$ cat config.mk
export PLATFORM = sky130hd
export DESIGN_NAME = gpio_bank_flat
export DESIGN_NICKNAME = d
export VERILOG_FILES = /design/src/rtl/gpio_bank_if.sv /design/src/rtl/gpio_bank.sv /design/src/flat_wrapper.sv
export SDC_FILE = /design/constraint.sdc
export NUM_CORES = 1
export LEC_CHECK = 0
export BUFFER_PORTS_ARGS = -buffer_cell sky130_fd_sc_hd__buf_4
export CAP_MARGIN = 25
export CELL_PAD_IN_SITES_DETAIL_PLACEMENT = 1
export CELL_PAD_IN_SITES_GLOBAL_PLACEMENT = 2
export CORE_MARGIN = 2
export CORE_UTILIZATION = 43
export DETAILED_ROUTE_END_ITERATION = 6
export PLACE_DENSITY_LB_ADDON = 0.2
export SYNTH_ARGS = -nofsm -noshare
export SYNTH_HDL_FRONTEND = slang
export SYNTH_SLANG_ARGS = --single-unit
$ cat constraint.sdc
create_clock -name clk -period 8.88 [get_ports clk]
set_input_delay 1.776 -clock clk [delete_from_list [all_inputs] [get_ports clk]]
set_output_delay 1.776 -clock clk [all_outputs]
set_load 0.01 [all_outputs]
$ cat src/rtl/gpio_bank_if.sv
// CPU-side register bus of the GPIO bank: chip select, write strobe,
// register select, write data and registered read data.
interface gpio_bank_if #(
   parameter int ADDR_W = 6
);
   logic              cs;
   logic              we;
   logic [ADDR_W-1:0] rs;
   logic [7:0]        din;
   logic [7:0]        dout;

   modport master (output cs, we, rs, din, input dout);
   modport slave  (input cs, we, rs, din, output dout);
endinterface

$ cat src/rtl/gpio_bank.sv
// Multi-port GPIO peripheral for the 6502 bus. Each port has OUT, DIR, PIN,
// IEN, EDGE, BOTH, FLAG and TGL registers; input edges latch into FLAG and
// enabled flags combine into one registered irq. Read data has one cycle of
// latency, like the on-chip block RAMs.
module gpio_bank #(
   parameter int NPORTS = 2,
   parameter int WIDTH  = 8,
   parameter int ADDR_W = 6
) (
   input  logic                     clk,
   input  logic                     reset,
   gpio_bank_if.slave               bus,
   input  logic [NPORTS*WIDTH-1:0]  gpio_i,
   output logic [NPORTS*WIDTH-1:0]  gpio_o,
   output logic [NPORTS*WIDTH-1:0]  gpio_oe,
   output logic                     irq
);
   localparam int NB = NPORTS * WIDTH;
   localparam int PW = ADDR_W - 3;

   localparam logic [2:0] OFF_OUT  = 3'd0;
   localparam logic [2:0] OFF_DIR  = 3'd1;
   localparam logic [2:0] OFF_PIN  = 3'd2;
   localparam logic [2:0] OFF_IEN  = 3'd3;
   localparam logic [2:0] OFF_EDGE = 3'd4;
   localparam logic [2:0] OFF_BOTH = 3'd5;
   localparam logic [2:0] OFF_FLAG = 3'd6;
   localparam logic [2:0] OFF_TGL  = 3'd7;

   logic [NB-1:0] r_out, r_dir, r_ien, r_edge, r_both, r_flag;
   logic [NB-1:0] r_s1, r_s2, r_h;
   logic [1:0]    r_prime;
   logic [7:0]    r_dout;
   logic          r_irq;

   logic [PW-1:0] w_port;
   logic [2:0]    w_off;
   logic          w_port_ok;
   logic          w_wr;
   logic          w_rd;
   logic [NB-1:0] w_clr;
   logic [NB-1:0] w_rise, w_fall, w_evt;
   logic [7:0]    w_rdata;

   assign w_port = bus.rs[ADDR_W-1:3];
   assign w_off  = bus.rs[2:0];
   assign w_wr   = bus.cs & bus.we & w_port_ok;
   assign w_rd   = bus.cs & ~bus.we;

   // Port decode, write-1-to-clear mask and read-data mux for the selected port.
   // NOTE: every always_comb output gets a default first so no path can infer a latch.
   always_comb begin
      w_port_ok = 1'b0;
      w_clr     = '0;
      w_rdata   = '0;
      for (int p = 0; p < NPORTS; p++) begin
         if (w_port == PW'(p)) begin
            w_port_ok = 1'b1;
            if (bus.cs && bus.we && w_off == OFF_FLAG)
               w_clr[p*WIDTH +: WIDTH] = bus.din[WIDTH-1:0];
            case (w_off)
               OFF_OUT:  w_rdata[WIDTH-1:0] = r_out [p*WIDTH +: WIDTH];
               OFF_DIR:  w_rdata[WIDTH-1:0] = r_dir [p*WIDTH +: WIDTH];
               OFF_PIN:  w_rdata[WIDTH-1:0] = r_s2  [p*WIDTH +: WIDTH];
               OFF_IEN:  w_rdata[WIDTH-1:0] = r_ien [p*WIDTH +: WIDTH];
               OFF_EDGE: w_rdata[WIDTH-1:0] = r_edge[p*WIDTH +: WIDTH];
               OFF_BOTH: w_rdata[WIDTH-1:0] = r_both[p*WIDTH +: WIDTH];
               OFF_FLAG: w_rdata[WIDTH-1:0] = r_flag[p*WIDTH +: WIDTH];
               default:  w_rdata = '0;
            endcase
         end
      end
   end

   // Edge detection on the synchronised inputs, suppressed until priming completes.
   assign w_rise = r_s2 & ~r_h;
   assign w_fall = ~r_s2 & r_h;
   assign w_evt  = (r_prime == 2'd3)
                 ? ((r_both & (w_rise | w_fall)) |
                    (~r_both & ((r_edge & w_rise) | (~r_edge & w_fall))))
                 : '0;

   // CPU-writable configuration and output registers.
   // NOTE: sequential state uses non-blocking assignments so all flops update together at the edge.
   always_ff @(posedge clk or posedge reset) begin
      if (reset) begin
         r_out  <= '0;
         r_dir  <= '0;
         r_ien  <= '0;
         r_edge <= '0;
         r_both <= '0;
      end else begin
         for (int p = 0; p < NPORTS; p++) begin
            if (w_wr && w_port == PW'(p)) begin
               case (w_off)
                  OFF_OUT:  r_out [p*WIDTH +: WIDTH] <= bus.din[WIDTH-1:0];
                  OFF_DIR:  r_dir [p*WIDTH +: WIDTH] <= bus.din[WIDTH-1:0];
                  OFF_IEN:  r_ien [p*WIDTH +: WIDTH] <= bus.din[WIDTH-1:0];
                  OFF_EDGE: r_edge[p*WIDTH +: WIDTH] <= bus.din[WIDTH-1:0];
                  OFF_BOTH: r_both[p*WIDTH +: WIDTH] <= bus.din[WIDTH-1:0];
                  OFF_TGL:  r_out [p*WIDTH +: WIDTH] <= r_out[p*WIDTH +: WIDTH]
                                                        ^ bus.din[WIDTH-1:0];
                  default:  ;
               endcase
            end
         end
      end
   end

   // Two-flop synchroniser plus history flop for every input bit.
   always_ff @(posedge clk or posedge reset) begin
      if (reset) begin
         r_s1 <= '0;
         r_s2 <= '0;
         r_h  <= '0;
      end else begin
         r_s1 <= gpio_i;
         r_s2 <= r_s1;
         r_h  <= r_s2;
      end
   end

   // Priming counter: holds off events until the sync chain carries real pin levels.
   always_ff @(posedge clk or posedge reset) begin
      if (reset)
         r_prime <= 2'd0;
      else if (r_prime != 2'd3)
         r_prime <= r_prime + 2'd1;
   end

   // Interrupt flags: a new event wins over a same-cycle write-1-to-clear.
   always_ff @(posedge clk or posedge reset) begin
      if (reset)
         r_flag <= '0;
      else
         r_flag <= w_evt | (r_flag & ~w_clr);
   end

   // Registered read data, loaded on every read cycle and held otherwise.
   always_ff @(posedge clk or posedge reset) begin
      if (reset)
         r_dout <= 8'h00;
      else if (w_rd)
         r_dout <= w_rdata;
   end

   // Registered interrupt request from all enabled flags.
   always_ff @(posedge clk or posedge reset) begin
      if (reset)
         r_irq <= 1'b0;
      else
         r_irq <= |(r_flag & r_ien);
   end

   assign bus.dout = r_dout;
   assign gpio_o   = r_out;
   assign gpio_oe  = r_dir;
   assign irq      = r_irq;
endmodule

$ cat src/flat_wrapper.sv
// flat-port wrapper written by rule: the top's interface ports become plain ports
module gpio_bank_flat 
#(
   parameter int NPORTS = 2,
   parameter int WIDTH  = 8,
   parameter int ADDR_W = 6
)
  (clk, reset, gpio_i, gpio_o, gpio_oe, irq, bus_cs, bus_we, bus_rs, bus_din, bus_dout);
  gpio_bank_if #(.ADDR_W(ADDR_W)) bus_i ();
  input  logic clk;
  input  logic reset;
  input  logic [NPORTS*WIDTH-1:0] gpio_i;
  output logic [NPORTS*WIDTH-1:0] gpio_o;
  output logic [NPORTS*WIDTH-1:0] gpio_oe;
  output logic irq;
  input wire logic [$bits(bus_i.cs)-1:0] bus_cs;
  input wire logic [$bits(bus_i.we)-1:0] bus_we;
  input wire logic [$bits(bus_i.rs)-1:0] bus_rs;
  input wire logic [$bits(bus_i.din)-1:0] bus_din;
  output wire logic [$bits(bus_i.dout)-1:0] bus_dout;
  assign bus_i.cs = bus_cs;
  assign bus_i.we = bus_we;
  assign bus_i.rs = bus_rs;
  assign bus_i.din = bus_din;
  assign bus_dout = bus_i.dout;
  gpio_bank #(.NPORTS(NPORTS), .WIDTH(WIDTH), .ADDR_W(ADDR_W)) u_core (.clk(clk), .reset(reset), .bus(bus_i), .gpio_i(gpio_i), .gpio_o(gpio_o), .gpio_oe(gpio_oe), .irq(irq));
endmodule
==> metrics.yaml <==
critical_path_class: "in -> reg"
synth_commonest_cells: "sky130_fd_sc_hd__dfrtp_1 (155), sky130_fd_sc_hd__mux2_2 (78), sky130_fd_sc_hd__nand2_1 (73)"
finalClockSkew_ps: 9.78
synth-seq-area-share_pct: 52.3
place.gp.congestion: 0.820
worst_ir_drop_vdd_mv: 0.137
worst_path_max_delay_cell: "sky130_fd_sc_hd__nor2b_1"
postCtsResizedCells: 0
netlist-cell-type-count: 58
clock_pin_slew_on_the_worst_setup_and_hold_paths_ps: 60
rrSetupSlack_ps: 7150
postRouteWirelength_um: 20300
post-route-min-period_ps: 3850
netlist_instances: 612
clock_sinks: 155
die_w_um: 135
finish.net_count: 744
max_cap_viol_count: 0
critPathCaptureType: "register"
post_synth_main_area_contributors: "sky130_fd_sc_hd__dfrtp_1 (52%), sky130_fd_sc_hd__mux2_2 (12%), sky130_fd_sc_hd__ha_1 (5.6%)"
cp-start-kind: "input port"
drc_errors: 0
postSynth.asyncResetShare_pct: 100
rsz0062_at_grt: "no"
regArea_um2: 3880
area_delta_synth_final_pct: 17.1
wl_per_cell_um: 22.2
worstReg2RegStart: "u_core.r_prime[0]"
synth_edf_count: 0
antenna_violations_before_repair: 0
cpPeakStageDelay_ps: 930
final_antenna_net_count: 0
place_ws_ps: 4610
final.fill_count: 1830
clockRootBuffer: "sky130_fd_sc_hd__clkbuf_16"
drt_pre_antenna_iters: 7
max_fanout_on_critical_path: 39
timing.critical_path.arrival_ps: 4130
timing.reg2reg.worst_path_depth: 2
routed-wl-met2_um: 10100
cell_type_with_the_largest_total_area_after_synthesis: "sky130_fd_sc_hd__dfrtp_1"
floorplan.initialDensity_pct: 43.5
worstHoldPathType: "reg -> reg"
final.setup.worst_slack_ps: 5030
total_die_area_um2: 18300
core_region_area_um2: 17100
synth.cell_area_um2: 7410
synth_most_common_cell: "sky130_fd_sc_hd__dfrtp_1"
finalMaxSlewViolations: 0
power_density_nw_per_um2: 201
power_leakage_nw: 3.99
clock_tree.htree_level_count: 4
detail_route.wirelength.met1_um: 9080
drive_above_1_share_pct: 30.8
detailedRoute.firstIterationViolations: 339
tns_ps: 0
ys.flop_type: "sky130_fd_sc_hd__dfrtp_1"
detailroute.via_count: 5174
relative_slew_slack_pct: 26.8
buffer_ports.inserted: 74
hold_viol_final: 0
insertion_delay_ps: 420
maximum_number_of_pins_on_one_net_before_global_route_repair: 87
route.top_layer_used: "met4"
dp_cells: 883
setup.worst_path.start: "bus_rs[0]"
postCtsSetupRepairBufs: 0
cp.depth: 5
cp.buffers_inverters: 1
worst_case_clock_buffer_depth: 2
grt_overflow: 0
number_of_global_route_vias_before_repair: 5631
max_freq_ghz: 0.259
cts_tree: "yes"
numCtsBuffers: 17
postLayoutCoreUtil_pct: 50.9
critical_path.cell_chain: "buf_4 -> nor2b_1 -> nand4_1 -> nand2_1 -> o21ai_0"
multi_input_area_um2: 3200
postSynthRegisterBits: 155
outcome: "finished, final reports clean"
via_per_inst: 5.66
cts_hold_buffers: 0
cp_top_family: "simple AND/OR/NAND/NOR gates"
endpoint: "u_core.r_ien[12]"
design_power_total_mw: 1.75
floorplan.die.height_um: 135
dr_wl_met3_um: 792
worstPathRequired_ps: 9160
grt_first_pass_wirelength_um: 32400
synth.net_count: 679
synth-warning-count: 0
finalSetupViolations: 0
netlist.area_leader.share_pct: 52.3
end_of_the_worst_register_to_register_path: "u_core.r_prime[1]"
antenna-diode-count: 0
track_usage_pct: 23.8
timing.final.crit_share_pct: 43.4
layout.cells.non_filler: 914
timing_worst_slew_pin_value_ps: 1100
synth_area_per_cell_um2: 12.1
detailed_place_hpwl_um: 14100
top_level_ports: 75
core.rowCount: 48
metrics by stage:
stage	instance area [um2]	hold slack [ps]
after floorplan	7410	331
after global placement	8100	333
after detailed placement	8100	336
after CTS	8680	349
after global routing	8680	358
final	8680	346
where the power goes:
part | internal, mW | switching [mW]
Sequential | 0.757 | 0.0474
Clock | 0.435 | 0.290
Combinational | 0.104 | 0.112
cell usage in the layout (no fill, tap or decap), types with 3 or more instances in the layout:
| master | n |
|---|---|
| sky130_fd_sc_hd__a211oi_1 | 10 |
| sky130_fd_sc_hd__a221oi_1 | 14 |
| sky130_fd_sc_hd__nand3_1 | 5 |
| sky130_fd_sc_hd__inv_1 | 43 |
| sky130_fd_sc_hd__nor2_2 | 3 |
| sky130_fd_sc_hd__mux2_2 | 78 |
| sky130_fd_sc_hd__a221o_1 | 3 |
| sky130_fd_sc_hd__o221ai_1 | 6 |
| sky130_fd_sc_hd__o21ai_0 | 18 |
| sky130_fd_sc_hd__clkbuf_8 | 3 |
| sky130_fd_sc_hd__nor2_1 | 5 |
| sky130_fd_sc_hd__buf_4 | 75 |
| sky130_fd_sc_hd__clkinvlp_4 | 3 |
| sky130_fd_sc_hd__xor2_1 | 16 |
| sky130_fd_sc_hd__dfrtp_1 | 155 |
| sky130_fd_sc_hd__ha_1 | 33 |
| sky130_fd_sc_hd__o221a_2 | 3 |
| sky130_fd_sc_hd__a22oi_1 | 19 |
| sky130_fd_sc_hd__clkbuf_16 | 17 |
| sky130_fd_sc_hd__inv_6 | 3 |
| sky130_fd_sc_hd__nand2b_1 | 3 |
| sky130_fd_sc_hd__o211ai_1 | 8 |
| sky130_fd_sc_hd__mux4_2 | 6 |
| sky130_fd_sc_hd__nor2b_1 | 14 |
| sky130_fd_sc_hd__nand2_1 | 73 |
| sky130_fd_sc_hd__a21oi_1 | 10 |
| sky130_fd_sc_hd__o22a_1 | 3 |
| sky130_fd_sc_hd__a22o_1 | 12 |
| sky130_fd_sc_hd__clkinv_2 | 3 |
| sky130_fd_sc_hd__nor2_4 | 3 |
| sky130_fd_sc_hd__nand4_1 | 3 |
cells by family (layout without fill, tap and decap cells):
family                   count (synthesis)  after routing  synth area share, %
AND/OR/NAND/NOR                        131            131                 9.38
XOR/XNOR                                17             17                 2.01
flip-flops                             155            155                 52.3
buffers and inverters                   73            150                 4.49
multiplexers                            87             87                 14.1
AO/OA/AOI/OAI                          116            116                 12.1
adder cells (fa/ha/maj)                 33             33                 5.57
registers in the layout, summed over array words and instances, names as in the netlist:
signal           cells
u_core.r_flag       16
u_core.r_h          16
u_core.r_ien        16
u_core.r_s1         16
u_core.gpio_oe      16
u_core.r_both       16
u_core.irq           1
u_core.r_edge       16
u_core.gpio_o       16
u_core.r_prime       2
u_core.bus.dout      8
u_core.r_s2         16
area by class of cell:
cell class / count / area share, %
Sequential cell: 155 / 44.7
Multi-Input combinational cell: 384 / 36.9
Timing Repair Buffer: 75 / 6.49
Clock buffer: 21 / 5.42
Tap cell: 225 / 3.24
Inverter: 44 / 1.96
Clock inverter: 10 / 1.33
worst min path at each step:
stage                          from         endpoint  depth (start not counted)
floorplan            u_core.r_s1[0]   u_core.r_s2[0]                          0
global placement    u_core.r_s1[11]  u_core.r_s2[11]                          0
detailed placement   u_core.r_s1[0]   u_core.r_s2[0]                          0
CTS                  u_core.r_s1[0]   u_core.r_s2[0]                          0
global route         u_core.r_s1[0]   u_core.r_s2[0]                          0
finish               u_core.r_s1[1]   u_core.r_s2[1]                          0
metal layers:
metal,global-route usage [%],vias up
met5,0,-
met2,40.1,130
met3,4.45,28
met4,6.77,0
li1,-,2306
met1,31.6,2710
Note: power is estimated with default switching activity, not from simulation.
